**config.mk**
```make
export PLATFORM = sky130hd
export DESIGN_NAME = sdr_hold_arbiter
export DESIGN_NICKNAME = d
export VERILOG_FILES = /design/src/rtl/sdr_hold_arbiter.sv
export SDC_FILE = /design/constraint.sdc
export NUM_CORES = 1
export LEC_CHECK = 0
export CORE_MARGIN = 4
export CORE_UTILIZATION = 34
export CTS_BUF_LIST = sky130_fd_sc_hd__clkbuf_16
export DETAILED_ROUTE_END_ITERATION = 10
export PLACE_DENSITY_LB_ADDON = 0.12
export REMOVE_ABC_BUFFERS = 1
export SLEW_MARGIN = 20
export SYNTH_ARGS = -nofsm -noshare
export SYNTH_HDL_FRONTEND = slang
export SYNTH_SLANG_ARGS = --single-unit
```
**constraint.sdc**
```tcl
create_clock -name clk -period 3.6 [get_ports clk]
set_input_delay 0.54 -clock clk [delete_from_list [all_inputs] [get_ports clk]]
set_output_delay 0.54 -clock clk [all_outputs]
set_load 0.02 [all_outputs]
```
**src/rtl/sdr_hold_arbiter.sv**
```systemverilog
// Round-robin arbiter that shares the SDRAM controller's hold/holda burst port
// between the write (master 0) and read (master 1) burst engines, with protocol error flagging.
module sdr_hold_arbiter #(
   parameter int BL_W      = 9,
   parameter int ADDR_W    = 22,
   parameter int DQ_W      = 16,
   parameter int MAX_GRANT = 1023
) (
   input  logic              clk,
   input  logic              rst,
   input  logic              m0_hold,
   input  logic [BL_W-1:0]   m0_length,
   input  logic [ADDR_W-1:0] m0_address,
   input  logic [DQ_W-1:0]   m0_data,
   input  logic              m0_wr,
   output logic              m0_holda,
   input  logic              m1_hold,
   input  logic [BL_W-1:0]   m1_length,
   input  logic [ADDR_W-1:0] m1_address,
   input  logic [DQ_W-1:0]   m1_data,
   input  logic              m1_wr,
   output logic              m1_holda,
   output logic              hold,
   output logic [BL_W-1:0]   burst_length,
   output logic [ADDR_W-1:0] burst_address,
   output logic [DQ_W-1:0]   burst_data,
   output logic              burst_wr,
   input  logic              holda,
   output logic              grant_id,
   output logic              error
);

   localparam int CNT_W = (MAX_GRANT > 0) ? $clog2(MAX_GRANT + 1) : 1;
   localparam logic [CNT_W-1:0] CNT_LAST = CNT_W'((MAX_GRANT > 0) ? MAX_GRANT - 1 : 0);
   localparam logic [CNT_W-1:0] CNT_SAT  = '1;

   typedef enum logic [2:0] {
      IDLE    = 3'b001,
      GRANT   = 3'b010,
      RELEASE = 3'b100
   } state_t;

   state_t           state_reg, state_next;
   logic             hold_reg, hold_next;
   logic             grant_id_reg, grant_id_next;
   logic             last_reg, last_next;
   logic [CNT_W-1:0] cnt_reg, cnt_next;
   logic [1:0]       stray_reg, stray_next;
   logic             error_reg, error_next;

   logic granted_hold;
   logic stray_cond;
   logic cnt_hit;

   assign granted_hold = grant_id_reg ? m1_hold : m0_hold;

   always_ff @(posedge clk or posedge rst) begin
      if (rst) begin
         state_reg    <= IDLE;
         hold_reg     <= 1'b0;
         grant_id_reg <= 1'b0;
         last_reg     <= 1'b1;   // pretend master 1 was served last so master 0 wins the first tie
         cnt_reg      <= '0;
         stray_reg    <= '0;
         error_reg    <= 1'b0;
      end else begin
         state_reg    <= state_next;
         hold_reg     <= hold_next;
         grant_id_reg <= grant_id_next;
         last_reg     <= last_next;
         cnt_reg      <= cnt_next;
         stray_reg    <= stray_next;
         error_reg    <= error_next;
      end
   end

   always_comb begin
      state_next    = state_reg;
      grant_id_next = grant_id_reg;
      unique case (state_reg)
         IDLE: begin
            if (m0_hold || m1_hold) begin
               state_next = GRANT;
               if (m0_hold && m1_hold) begin
                  grant_id_next = ~last_reg;
               end else begin
                  grant_id_next = m1_hold;
               end
            end
         end
         GRANT: begin
            if (!granted_hold) begin
               state_next = RELEASE;
            end
         end
         RELEASE: begin
            if (!holda) begin
               state_next = IDLE;
            end
         end
         default: state_next = IDLE;
      endcase
   end

   // Bookkeeping registers: request register, priority, grant timer, error detection.
   always_comb begin
      hold_next  = (state_reg == GRANT) && granted_hold;
      last_next  = last_reg;
      cnt_next   = cnt_reg;
      stray_next = '0;

      if ((state_reg == RELEASE) && !holda) begin
         last_next = grant_id_reg;
      end

      if ((state_reg == IDLE) && (state_next == GRANT)) begin
         cnt_next = '0;
      end else if ((state_reg == GRANT) && (cnt_reg != CNT_SAT)) begin
         cnt_next = cnt_reg + 1'b1;
      end

      stray_cond = holda && !hold_reg && (state_reg != RELEASE);
      if (stray_cond) begin
         stray_next = (stray_reg == 2'd3) ? 2'd3 : stray_reg + 2'd1;
      end

      // The counter reaches MAX_GRANT at the edge closing this grant cycle.
      cnt_hit = (MAX_GRANT != 0) && (state_reg == GRANT) && (cnt_reg == CNT_LAST);

      error_next = error_reg
                 | (holda && (state_reg == IDLE))
                 | cnt_hit
                 | (stray_cond && (stray_reg >= 2'd2));
   end

   always_comb begin
      hold          = hold_reg;
      grant_id      = grant_id_reg;
      error         = error_reg;
      m0_holda      = holda && (state_reg == GRANT) && !grant_id_reg;
      m1_holda      = holda && (state_reg == GRANT) && grant_id_reg;
      burst_length  = '0;
      burst_address = '0;
      burst_data    = '0;
      burst_wr      = 1'b0;
      if (state_reg != IDLE) begin
         if (grant_id_reg) begin
            burst_length  = m1_length;
            burst_address = m1_address;
            burst_data    = m1_data;
            burst_wr      = m1_wr;
         end else begin
            burst_length  = m0_length;
            burst_address = m0_address;
            burst_data    = m0_data;
            burst_wr      = m0_wr;
         end
      end
   end

endmodule

```
==> impl_metrics.json <==
{
  "hold_end": "stray_reg[0]$_DFF_PP0_",
  "worstPathRequired_ns": 3.06,
  "tightest_slew_ns": 0.7166,
  "drive_gt1_share_pct": 5.158,
  "crit_slowest_cell": "dfrtp_2",
  "synth_top_cell_area_share_pct": 30.61,
  "core_um2": 4817,
  "cts_hold_buf": 0,
  "multi_input_area_um2": 1184,
  "portBuffers": 153,
  "cts_buffers": 3,
  "peakVddDrop_mv": 0.4049,
  "yosysTopAreaCell": "mux2i_1",
  "grt.overflow.total": 0,
  "ctsResizeCount": 0,
  "die_h_um": 79.39,
  "cp_max_fo": 28,
  "ys.flop_type": "dfrtp_1",
  "hold_viol": 0,
  "wl_um": 7266,
  "htreeDepth": 1,
  "min_path_type": "reg -> reg",
  "initial_core_util_pct": 35.97,
  "pwr_density_cell_nw_per_um2": 709.7,
  "antenna_cells": 0,
  "reg2regPathDepth": 4,
  "status": "finished clean",
  "cts_root_buffer": "clkbuf_16",
  "clk_latency_ns": 0.25,
  "fp.dieW_um": 79.39,
  "routed_via_density": 4.887,
  "slew_headroom_pct": 52.23,
  "seq_area_um2": 479.2,
  "synthCells": 202,
  "hold_start": "stray_reg[0]$_DFF_PP0_",
  "cp.arrival_ns": 2.24,
  "synthTopCellsByCount": "nor2_1 (55), mux2i_1 (53), dfrtp_1 (17)",
  "fill_cells": 400,
  "grt_pass1_wl_um": 10740,
  "synth_most_common_cell": "nor2_1",
  "worstReg2RegEnd": "cnt_reg[9]$_DFFE_PP0P_",
  "cpPeakStageDelay_ns": 0.83,
  "cts.sinks": 19,
  "start_kind": "register",
  "leakagePower_nw": 1.486,
  "grt_pass1_vias": 1881,
  "hold_path_depth": 1,
  "yosys-top-cells-area": "mux2i_1 (31%), dfrtp_1 (25%), nor2_1 (12%)",
  "holdWs_ns": 0.4786,
  "dieArea_um2": 6303,
  "postCtsSetupRepairBufs": 0,
  "seq_area_frac_synth_pct": 27.58,
  "syn_to_final_growth_pct": 96.39,
  "crit_path_end_kind": "output port",
  "ys_async_sr_fraction_pct": 100.0,
  "ys_warn_count": 0,
  "skew_ns": 0.004310,
  "vias": 2033,
  "dp_hpwl_um": 6006,
  "grt_use_total_pct": 21.80,
  "finalCritPeriodShare_pct": 77.32,
  "ff2ff_setup_slack_ns": 1.71,
  "rsz0062_at_grt": "false",
  "crit_chain": "buf_12 -> mux2i_1 -> nor2_1 -> clkdlybuf4s50_1",
  "largest_register_ffs": 10,
  "slew_violations": 0,
  "fmax_mhz": 359.3,
  "clk_pin_slew_ns": 0.05,
  "synth_edf_count": 0,
  "io_pins": 154,
  "synth_area_per_cell_um2": 8.579,
  "ys_types": 46,
  "finalSetupViolCount": 0,
  "grt_max_degree": 29,
  "period_needed_ns": 2.783,
  "cts_buffer_depth": 2,
  "r2r_start": "state_reg[1]$_DFF_PP0_",
  "wire_per_inst_um": 17.47,
  "drt_pass1_iterations": 4,
  "drc": 0,
  "rows": 25,
  "nets": 453,
  "cts_tree": "built",
  "netlist_area_um2": 1733,
  "antenna_found_initial": 0,
  "critical_path_class": "reg -> out",
  "synth_seq_cells": 19,
  "ant_nets": 0,
  "cap_violations": 0,
  "setup_tns_ns": 0,
  "drtIter0Drc": 60,
  "globalplace.congestion": 0.8286
}
==> metrics by stage <==
step	cells	setup slack, ns	area, µm²	power [mW]	util [%]
3_5_place_dp	412	1.072	3324	2.205	69.01
6_report	416	0.8165	3403	2.415	70.65
3_3_place_gp	412	1.097	3324	2.182	69.01
4_1_cts	416	0.7988	3403	2.433	70.65
5_1_grt	416	0.6674	3403	2.561	70.65
2_1_floorplan	189	0.5340	1667	1.358	-
==> logic make-up after synthesis <==
| kind of cell | synth area share [%] |
|---|---|
| compound gates | 9.748 |
| fa+ha+maj | 1.444 |
| buf+inv | 4.476 |
| flops | 27.58 |
| mux | 31.26 |
| simple gates | 25.49 |
==> how the worst max path moves through the flow <==
stage | start | to | slack [ns] | cells past startpoint
2_1_floorplan | state_reg[0]$_DFF_PP1_ | burst_address[0] | 0.53 | 2
3_3_place_gp | grant_id$_DFFE_PP0P_ | burst_length[1] | 1.10 | 4
3_5_place_dp | grant_id$_DFFE_PP0P_ | burst_data[2] | 1.07 | 4
4_1_cts | grant_id$_DFFE_PP0P_ | burst_data[15] | 0.80 | 4
5_1_grt | grant_id$_DFFE_PP0P_ | burst_data[2] | 0.67 | 4
6_report | grant_id$_DFFE_PP0P_ | burst_data[2] | 0.82 | 4
==> cells in the final DEF (no fill, tap or decap), types with 2 or more instances in the layout <==
cell type	synthesis	layout
a21oi_1	5	5
a31oi_1	2	2
nand2_1	8	8
clkdlybuf4s50_1	0	153
clkbuf_16	0	3
nand4_1	2	2
nor3b_4	1	2
nand3_1	2	2
nand3b_1	2	2
ha_1	2	2
nor3_1	4	4
nor2_1	55	55
nor3b_1	3	3
buf_4	1	2
inv_1	3	4
dfrtp_1	17	16
o21ai_0	2	2
dfstp_2	2	2
nand2b_1	2	2
mux2i_1	53	53
==> critical path, delay by kind of cell, from the launching register on <==
family / cells / cell delay [ns]
buf+inv: 2 / 0.93
flops: 1 / 0.83
mux: 1 / 0.11
simple gates: 1 / 0.11
==> cell type report <==
class / count / share of cell area [%]
clock buffers: 3 / 2.206
clock inverters: 1 / 0.1103
inverters: 3 / 0.3309
multi-input cells: 167 / 34.78
flip-flops and latches: 19 / 14.08
well taps: 67 / 2.463
repair buffers: 156 / 46.03
==> where the power goes <==
part           total (mW)  internal [mW]  switching (mW)
Sequential          0.385          0.264           0.121
Clock               0.225          0.148          0.0777
Combinational        1.80          0.901           0.904
Total                2.42           1.31            1.10
==> per-layer routing <==
metal	vias to the layer above	share of wire [%]	track usage, %
met3	9	7.0	4.402
met4	0	1.3	4.811
met1	931	38	25.97
met5	-	0	0
li1	1017	-	-
met2	76	53	40.07
(Power assumes the default switching activity.)
